## src/rtl/hazard_stall_ctrl.sv

```systemverilog
// hazard_stall_ctrl: pipeline stall/flush sequencing (load-use, memory wait, branch, jump); optional perf counters under `HAZ_PERF_EN
module hazard_stall_ctrl #(
  parameter int LOAD_BUBBLES = 1,
  parameter int MEM_TIMEOUT  = 255
) (
  input  logic        clk,
  input  logic        reset_n,
  input  logic [4:0]  id_rs,
  input  logic [4:0]  id_rt,
  input  logic        id_uses_rt,
  input  logic        ex_memread,
  input  logic [4:0]  ex_rt,
  input  logic        ex_br_taken,
  input  logic        id_jump,
  input  logic        mem_req,
  input  logic        mem_ready,
  input  logic        err_clr,
  output logic        pc_write,
  output logic        ifid_write,
  output logic        idex_bubble,
  output logic        ifid_flush,
  output logic        idex_flush,
  output logic        pipe_freeze,
  output logic        mem_err,
  output logic [31:0] stall_cycles,
  output logic [31:0] flush_count
);
  typedef enum logic [1:0] {RUN = 2'b00, LU_STALL = 2'b01, MEM_WAIT = 2'b10, ILLEGAL = 2'b11} state_t;
  state_t state, state_nx, ret, ret_nx;
  logic [1:0] bub, bub_nx;
  logic [7:0] tmo, tmo_nx;
  logic mem_hit, lu_hit, timeout;
  assign mem_hit = mem_req & ~mem_ready;
  assign lu_hit  = ex_memread & (ex_rt != 5'd0) & ((ex_rt == id_rs) | (id_uses_rt & (ex_rt == id_rt)));
  assign timeout = (state == MEM_WAIT) & ~mem_ready & (tmo == 8'(MEM_TIMEOUT));
  always_comb begin
    pc_write    = 1'b1;
    ifid_write  = 1'b1;
    idex_bubble = 1'b0;
    ifid_flush  = 1'b0;
    idex_flush  = 1'b0;
    pipe_freeze = 1'b0;
    state_nx    = RUN;
    ret_nx      = ret;
    bub_nx      = bub;
    tmo_nx      = tmo;
    if (!reset_n) begin
      pc_write    = 1'b0;
      ifid_write  = 1'b0;
      idex_bubble = 1'b1;
    end else if (state == MEM_WAIT) begin
      pc_write    = 1'b0;
      ifid_write  = 1'b0;
      pipe_freeze = 1'b1;
      tmo_nx      = tmo + 8'd1;
      state_nx    = mem_ready ? ret : timeout ? RUN : MEM_WAIT;
    end else if (mem_hit) begin
      // remember whether a load-use sequence was interrupted so it resumes afterwards
      pc_write    = 1'b0;
      ifid_write  = 1'b0;
      pipe_freeze = 1'b1;
      tmo_nx      = 8'd1;
      state_nx    = MEM_WAIT;
      ret_nx      = (state == LU_STALL) ? LU_STALL : RUN;
    end else if (ex_br_taken) begin
      ifid_flush = 1'b1;
      idex_flush = 1'b1;
    end else if (id_jump) begin
      ifid_flush = 1'b1;
    end else if (state == LU_STALL) begin
      pc_write    = 1'b0;
      ifid_write  = 1'b0;
      idex_bubble = 1'b1;
      bub_nx      = bub - 2'd1;
      state_nx    = (bub == 2'd1) ? RUN : LU_STALL;
    end else if (lu_hit) begin
      pc_write    = 1'b0;
      ifid_write  = 1'b0;
      idex_bubble = 1'b1;
      if (LOAD_BUBBLES > 1) begin
        state_nx = LU_STALL;
        bub_nx   = 2'(LOAD_BUBBLES - 1);
      end
    end
    // the illegal encoding behaves as RUN for outputs but always recovers to RUN
    if (state == ILLEGAL) state_nx = RUN;
  end
  always_ff @(posedge clk or negedge reset_n) begin
    if (!reset_n) begin
      state   <= RUN;
      ret     <= RUN;
      bub     <= 2'd0;
      tmo     <= 8'd0;
      mem_err <= 1'b0;
    end else begin
      state   <= state_nx;
      ret     <= ret_nx;
      bub     <= bub_nx;
      tmo     <= tmo_nx;
      mem_err <= timeout ? 1'b1 : err_clr ? 1'b0 : mem_err;
    end
  end
`ifdef HAZ_PERF_EN
  always_ff @(posedge clk or negedge reset_n) begin
    if (!reset_n) begin
      stall_cycles <= 32'h0;
      flush_count  <= 32'h0;
    end else begin
      if (!pc_write) stall_cycles <= stall_cycles + 32'h1;
      if (ifid_flush) flush_count <= flush_count + 32'h1;
    end
  end
`else
  assign stall_cycles = 32'h0;
  assign flush_count  = 32'h0;
`endif
endmodule

```

## config.mk

```make
export PLATFORM = sky130hd
export DESIGN_NAME = hazard_stall_ctrl
export DESIGN_NICKNAME = d
export VERILOG_FILES = /design/src/rtl/hazard_stall_ctrl.sv
export SDC_FILE = /design/constraint.sdc
export NUM_CORES = 1
export LEC_CHECK = 0
export ABC_AREA = 0
export BUFFER_PORTS_ARGS = -buffer_cell sky130_fd_sc_hd__buf_2
export CORE_MARGIN = 2
export CORE_UTILIZATION = 28
export CTS_CLUSTER_SIZE = 8
export DETAILED_ROUTE_END_ITERATION = 10
export PLACE_DENSITY_LB_ADDON = 0.1
export SLEW_MARGIN = 20
export SYNTH_ARGS = -nofsm -noshare
export SYNTH_HDL_FRONTEND = slang
export SYNTH_SLANG_ARGS = --single-unit
```

## constraint.sdc

```tcl
create_clock -name clk -period 3.1 [get_ports clk]
set_clock_uncertainty 0.05 [all_clocks]
set_input_delay 0.155 -clock clk [delete_from_list [all_inputs] [get_ports clk]]
set_output_delay 0.155 -clock clk [all_outputs]
set_load 0.01 [all_outputs]
```

==> flow_summary.toml, run 1 <==
[setup_path]
crit_start = "reset_n"
cp.depth = 5
cp_data_arrival_time_ns = 1.85
cp_max_fo = 28
crit_chain = "dlygate4sd3_1, buf_2, nor3b_2, o211a_1, buf_2"
start_kind = "input port"
path_buf_inv = 3
reg2reg_from = "state[1]"
crit_required_ns = 2.89
worstReg2RegEnd = "tmo[7]"
path_delay_family = "buffers and inverters"
rrSetupSlack_ns = 1.44
endpoint = "ifid_write"
end_kind = "output port"
crit_top_cell = "buf_2"
critPathKind = "input port to output port"
cpPeakStageDelay_ns = 0.52
cp_slowest_cell = "dlygate4sd3_1"
r2r_cells = 4

[sta]
setup_ws_ns = 1.05
hold_viol = 0
min_period_ns = 2.05
max_clock_freq_mhz = 488
setup_tns_ns = 0
hold_slack_ns = 0.0448
finalMaxSlewViolations = 0
worst_slew_pin_slew_ns = 0.669
max_slew_margin_pct = 55.3
rsz0062_at_grt = "no"
fin_crit_sh_pct = 66.1
setup_viol = 0

[layout]
multi_input_area_um2 = 779
nets = 220
final_common_cell = "conb_1"
syn2layout_area_growth_pct = 0.705
drive_above_1_share_pct = 19.8
final_cell_mix = "64 x conb_1, 30 x buf_2, 14 x dfrtp_1"
fin_util_pct = 29.7
fill_cells = 516
area.sequential_um2 = 350
antenna_cells = 0

[logic_synthesis]
synth-async-reset-ratio_pct = 100
ys_types = 39
ys_seq_elements = 14
synth_edf_count = 0
ys_warn_count = 0
syn-cell-area_um2 = 1420
syn_avg_cell_area_um2 = 8.66
seq_area_frac_synth_pct = 24.7
synth_flop_cell = "dfrtp_1"
synthCells = 164

[global_routing]
grt_overflow = 0
gr-usage-all-layers_pct = 8.68
first_global_vias = 858
grt_pass1_wl_um = 3810
antenna_found_initial = 0
grt_max_degree = 29

[cts]
cts_tree = "yes"
cts_setup_buffers = 0
htree_levels = 1
cts_resized = 0
ctsHoldBuffers = 1
cts_buffers = 3
cts.sinks = 14
clk_pin_slew_ns = 0.06
cts_root_buf = "clkbuf_8"
clock_latency_ns = 0.24
clock_path_buffers = 2

[detailed_routing]
routed_wl_um = 2600
drc = 0
postRouteAntennaNets = 0
vias_per_cell = 3.73
dr.pass1.iters = 4
wl_per_cell_um = 10.1
drtIter0Drc = 27
num_vias = 967

[die]
die_h_um = 75.2
ios = 95
die_w_um = 75.2
core-area_um2 = 4820
rows = 25
start_util_pct = 29.5
die-area_um2 = 5660

[flow_run]
drv_cap = 0

[pwr]
cellPowerDensity_nw_per_um2 = 333
p_leak_nw = 0.741
vdd_drop_max_v = 0.000143
p_total_mw = 0.476

[placed_design]
dp_slack_ns = 1.43
port_buffers = 30
place_congestion = 0.691
post-dp-hpwl_um = 2150

[hold_path]
hp-class = "input port to flop"

[run_status]
outcome = "finished clean"
[how the worst min path moves through the flow]
stage	start	to	cells past startpoint
detailed placement	reset_n	tmo[5]	1
floorplan	reset_n	bub[0]	0
global route	err_clr	mem_err	2
CTS	err_clr	mem_err	2
global placement	reset_n	tmo[4]	1
finish	err_clr	mem_err	2
[kinds of logic (layout without fill, tap and decap cells)]
| logic type | Yosys count | in the layout | share of synthesized area, % |
|---|---|---|---|
| XOR/XNOR | 14 | 14 | 8.63 |
| AND/OR/NAND/NOR | 38 | 38 | 16.1 |
| flip-flops | 14 | 14 | 24.7 |
| AO/OA/AOI/OAI | 21 | 21 | 10.4 |
| multiplexers | 1 | 1 | 1.06 |
| other | 1 | 64 | 0.264 |
| adder cells (fa/ha/maj) | 2 | 2 | 1.76 |
| buffers and inverters | 73 | 38 | 37.1 |
[through the flow]
stage | std cells | area, µm²
after floorplan | 227 | 1660
after global placement | 255 | 1380
after detailed placement | 255 | 1380
after CTS | 259 | 1430
after global routing | 259 | 1430
final | 259 | 1430
[area by class of cell]
cell class / instances / area share [%]
Clock buffer: 3 / 2.89
Inverter: 4 / 1.05
Timing Repair Buffer: 31 / 11.2
Sequential cell: 14 / 24.5
Multi-Input combinational cell: 140 / 54.5
Tap cell: 67 / 5.86
[registers in the layout (all words and copies together) (netlist names)]
signal,count
tmo,8
bub,2
state,2
mem_err,1
ret,1
[report_power, final]
| group | total (mW) | internal, mW | leakage, nW | switching (mW) |
|---|---|---|---|---|
| clock | 0.147 | 0.0858 | 0.0216 | 0.0609 |
| sequential | 0.209 | 0.197 | 0.189 | 0.0124 |
| combinational | 0.120 | 0.0398 | 0.531 | 0.0806 |
[Yosys cell counts, drive strengths merged (2+ instances only)]
master  instances  share of area, %
and2            3               1.3
nand2           4               1.1
nor2            5               1.3
nor2b           3               1.5
nand3           3               1.1
nand2b          3               1.3
clkbuf          2              0.53
a21oi           5               1.8
xor2           11               6.8
xnor2           3               1.9
buf            67                36
nor3b           2               1.4
o21ai           6               2.1
inv             4               1.1
o211ai          4               2.5
or3             4               1.8
and3            4               1.8
dfrtp          14                25
ha              2               1.8
[routing by layer]
layer	global-route usage, %	wire length [µm]
met1	9.63	978
met2	16.1	1440
met3	2.54	155
met4	2.34	27
met5	0	0
[worst reg2reg max path, stage by stage, from the launching register on]
cell and delay (ns):
dfrtp_1 0.43, nor2b_2 0.43, o2111ai_2 0.18, or3_1 0.36
a21oi_1 0.15
No activity file was read; power rests on OpenSTA's default activity.
==> run 2, diff against run 1 <==
clock period = 2.1 ns   (was 3.1 ns; I/O delays follow)
==> flow_summary.toml, run 2 (same netlist as run 1, synthesis figures left out) <==
[detailed_routing]
postRouteAntennaNets = 0
drc = 0
num_vias = 974
wl_per_cell_um = 9.83
drtIter0Drc = 43
vias_per_cell = 3.72
routed_wl_um = 2580
dr.pass1.iters = 4

[setup_path]
critPathKind = "input port to output port"
cp_slowest_cell = "dlygate4sd3_1"
cp_data_arrival_time_ns = 1.60
crit_required_ns = 1.95
cpPeakStageDelay_ns = 0.51
cp_max_fo = 16
crit_start = "reset_n"
path_buf_inv = 3
crit_chain = "dlygate4sd3_1, buf_2, nor3b_2, o211a_1, buf_2"
reg2reg_from = "state[1]"
crit_top_cell = "buf_2"
path_delay_family = "buffers and inverters"
start_kind = "input port"
end_kind = "output port"

[layout]
syn2layout_area_growth_pct = 2.47
final_common_cell = "conb_1"
stdcell_count = 262
antenna_cells = 0
final_cell_mix = "64 x conb_1, 30 x buf_2, 14 x dfrtp_1"
largest_reg_flops = 8
drive_above_1_share_pct = 20.5
nets = 223
reg.largest.list = "tmo: 8 flops, bub: 2 flops, state: 2 flops"
largest-register = "tmo"

[sta]
setup_viol = 0
setup_tns_ns = 0
hold_viol = 0
finalMaxSlewViolations = 0
fin_crit_sh_pct = 83.5
min_period_ns = 1.75
rsz0062_at_grt = "no"
max_clock_freq_mhz = 570

[cts]
cts.sinks = 14
cts_root_buf = "clkbuf_8"
clk_pin_slew_ns = 0.06
cts_buffers = 3
clock_path_buffers = 2
htree_levels = 1
cts_setup_buffers = 0
clock_latency_ns = 0.25
cts_tree = "yes"

[global_routing]
antenna_found_initial = 0
grt_max_degree = 17
top_usage_layer = "met2"
grt_pass1_wl_um = 3950
gr-usage-all-layers_pct = 9.12
grt_overflow = 0
grtUsageMet2_pct = 15.6
met3_usage_pct = 2.41
first_global_vias = 875
met1_usage_pct = 10.9

[die]
die-area_um2 = 5660
ios = 95
die_w_um = 75.2
core-area_um2 = 4820
rows = 25
start_util_pct = 29.5
die_h_um = 75.2

[placed_design]
port_buffers = 30
post-dp-hpwl_um = 2160
dp.cells = 257
place_congestion = 0.787

[pwr]
cellPowerDensity_nw_per_um2 = 490
p_total_mw = 0.713
vdd_drop_max_v = 0.000153
p_leak_nw = 0.756

[hold_path]
hp-class = "input port to flop"
hp-start = "mem_ready"

[run_status]
outcome = "finished clean"

[flow_run]
drv_cap = 0
## run 2: cell types whose count changed in the layout (fill, tap and decap cells not counted), sizes merged
cell         change
dlygate4sd3      +1
buf              +2
## run 2: through the flow
step | setup WS (ns) | util, % | cell area [µm²] | hold WS [ns]
global route | 0.200 | 30.2 | 1460 | 0.0279
detailed placement | 0.492 | 28.9 | 1390 | -0.0394
CTS | 0.312 | 30.2 | 1460 | 0.0170
floorplan | 0.592 | - | 1660 | -0.241
finish | 0.346 | 30.2 | 1460 | 0.0180
global placement | 0.503 | 28.9 | 1390 | -0.0431
## run 2: cell type report
class	instances	area, µm²
flip-flops and latches	14	350
repair buffers	34	185
multi-input cells	140	779
inverters	4	15.0
well taps	67	83.8
clock buffers	3	41.3
fillers	543	3360
## run 2: final timing paths
check	to	slack, ns	depth (start not counted)
max reg2reg	bub[1]	0.49	4
max in group asynchronous	tmo[0]	1.31	3
min reg2reg	bub[0]	0.44	1
min in group asynchronous	state[1]	0.22	2
max	ifid_write	0.35	5
min	state[1]	0.02	2
## run 2: layer usage
metal,up-vias,wire length (µm),share of wire [%]
li1,481,-,-
met4,0,27,1.0
met5,-,0,0
met1,445,994,39
met3,2,155,6.0
met2,46,1400,54
## run 2: where the power goes
part           switching (mW)  internal (mW)
clock network          0.0950          0.127
logic                   0.121         0.0625
registers              0.0182          0.290
total                   0.234          0.480
## run 2: what timing repair did
item                       in CTS  in global routing
hold endpoints to repair        6                  0
hold buffers                    2                  0
gates resized for setup         0                  0
setup endpoints to repair       0                  0
==> run 3, diff against run 2 <==
ABC_AREA = 1   (was 0)
clock period = 1.8 ns   (was 2.1 ns; I/O delays follow)
==> flow_summary.toml, run 3 <==
[placed_design]
place_congestion = 0.717
post_dp_cell_area_um2 = 1470
dp.cells = 311
post-dp-hpwl_um = 2300
port_buffers = 30

[layout]
final_area_um2 = 1550
syn2layout_area_growth_pct = 4.83
nets = 274
drive_above_1_share_pct = 19.0
reg.largest.list = "tmo: 8 flops, bub: 2 flops, state: 2 flops"
stdcell_count = 317
final_cell_mix = "64 x conb_1, 40 x nand2_1, 29 x buf_2"
largest_reg_flops = 8
final_common_cell = "conb_1"
largest-register = "tmo"
antenna_cells = 0

[setup_path]
start_kind = "input port"
cp_data_arrival_time_ns = 1.45
cp_max_fo = 12
reg2reg_from = "tmo[0]"
worstReg2RegEnd = "state[1]"
crit_required_ns = 1.66
r2r_cells = 6
end_kind = "output port"
critPathKind = "input port to output port"
rrSetupSlack_ns = 0.46

[logic_synthesis]
ys_warn_count = 0
syn-cell-area_um2 = 1480
synth_flop_cell = "dfrtp_1"
ys_types = 26
yosysMostFrequentCell = "buf_4"
synthCells = 212
seq_area_frac_synth_pct = 23.7
synth_edf_count = 0
synth-async-reset-ratio_pct = 100
yosysTopAreaCell = "buf_4"
synthTopCellsByCount = "65 x buf_4, 40 x nand2_1, 27 x inv_1"
syn_avg_cell_area_um2 = 6.96
ys_seq_elements = 14
netlist_top_cells_area = "buf_4 33%, dfrtp_1 24%, nand2_1 10%"
synth_top_area_share_pct = 33.1

[pwr]
vdd_drop_max_v = 0.000322
cellPowerDensity_nw_per_um2 = 581
p_sw_mw = 0.294
pwr-share-comb_pct = 26.4
p_seq_share_pct = 39.9
clkPwrFrac_pct = 33.7
switching_share_pct = 32.7
p_int_mw = 0.604
p_leak_nw = 0.948

[detailed_routing]
drc = 0
maxUsedRoutingLayer = "met4"
dr.pass1.iters = 4
num_vias = 1126
wl_met3_um = 157
wl_met2_um = 1260
drt-met1-wl_um = 1140
routed_wl_um = 2580
postRouteAntennaNets = 0
vias_per_cell = 3.55
wl_per_cell_um = 8.14
drtIter0Drc = 43

[global_routing]
grt_overflow = 0
antenna_found_initial = 0
gr-usage-all-layers_pct = 8.99
first_global_vias = 1000
grt_pass1_wl_um = 4330
grt_max_degree = 13

[sta]
setup_tns_ns = 0
setup_viol = 0
hold_viol = 0
max_clock_freq_mhz = 630
rsz0062_at_grt = "no"
fin_crit_sh_pct = 88.2
min_period_ns = 1.59
finalMaxSlewViolations = 0

[die]
die_w_um = 76.6
start_util_pct = 28.9
die_h_um = 76.6
die-area_um2 = 5870
rows = 26
core-area_um2 = 5110
ios = 95

[cts]
cts_root_buf = "clkbuf_8"
cts_buffers = 3
cts.sinks = 14
cts_tree = "yes"
cts_setup_buffers = 0
clk_pin_slew_ns = 0.06
clock_latency_ns = 0.24
htree_levels = 1
clock_path_buffers = 2

[hold_path]
hp-start = "mem_ready"
min_to = "mem_err"
hp-class = "input port to flop"
whs_path_depth = 4

[run_status]
outcome = "finished clean"

[flow_run]
drv_cap = 0
[run 3: changes by cell type in the layout (fill, tap and decap cells not counted), sizes merged, moves of 4 or more]
cell	before	now
nand2	4	45
inv	4	29
nor2	5	20
xor2	11	1
nand3	3	11
and3	4	0
o211ai	4	0
or3	4	0
[run 3: stage by stage]
| step | utilization (%) | hold slack (ns) | power, mW | worst slack, ns |
|---|---|---|---|---|
| 3_5_place_dp | 28.8 | -0.0677 | 0.598 | 0.454 |
| 3_3_place_gp | 28.8 | -0.0643 | 0.601 | 0.483 |
| 2_1_floorplan | - | -0.256 | 0.628 | 0.586 |
| 6_report | 30.3 | 0.120 | 0.899 | 0.212 |
| 5_1_grt | 30.3 | 0.125 | 0.970 | 0.0639 |
| 4_1_cts | 30.2 | 0.114 | 0.913 | 0.116 |
[run 3: worst max-delay path by stage]
| stage | start | end | slack [ns] | cells after the start |
|---|---|---|---|---|
| 6_report | reset_n | ifid_write | 0.21 | 7 |
| 5_1_grt | reset_n | pc_write | 0.06 | 7 |
| 4_1_cts | reset_n | ifid_write | 0.12 | 7 |
| 3_5_place_dp | tmo[0] | state[1] | 0.45 | 6 |
| 3_3_place_gp | tmo[0] | state[1] | 0.48 | 6 |
| 2_1_floorplan | tmo[0] | state[1] | 0.59 | 6 |
[run 3: final cells by class]
| cell class | instances | area (µm²) |
|---|---|---|
| inverter | 29 | 111 |
| clock buffer | 4 | 55.1 |
| sequential | 14 | 350 |
| fill | 594 | 3560 |
| multi-input combinational | 167 | 762 |
| timing repair buffer | 33 | 180 |
| tap | 70 | 87.6 |
[run 3: power groups by stage]
stage / logic, mW / registers, mW / clock network (mW)
5_1_grt: 0.270 / 0.362 / 0.339
2_1_floorplan: 0.268 / 0.360 / 0
6_report: 0.237 / 0.358 / 0.303
3_3_place_gp: 0.236 / 0.365 / 0
3_5_place_dp: 0.234 / 0.364 / 0
4_1_cts: 0.238 / 0.358 / 0.317
[run 3: kinds of logic after synthesis]
logic type | count (synthesis) | share of synthesized area [%]
and+or+nand+nor | 82 | 26.0
other | 1 | 0.254
adders and majority gates | 2 | 1.70
AOI/OAI and AO/OA | 17 | 6.53
buffers and inverters | 94 | 40.6
xor gates and xnor gates | 2 | 1.19
DFF | 14 | 23.7
[run 3: timing repair]
action	in CTS	in global routing
setup endpoints to repair	0	2
endpoints found under the hold margin	15	0
resized for setup	0	1
hold buffers	2	0
[run 3: routing by layer]
layer  global-route usage, %  vias to the layer above
li1                        -                      601
met1                    10.9                      470
met2                    16.0                       53
met3                    2.01                        2
met4                    2.18                        0
met5                       0                        -
[run 3: worst max-delay path: stages]
cell and delay, ns:
dlygate4sd3_1 0.52, clkbuf_4 0.23, inv_1 0.08, a21oi_1 0.15, nand2_1 0.07, nor2_1 0.14
buf_2 0.16
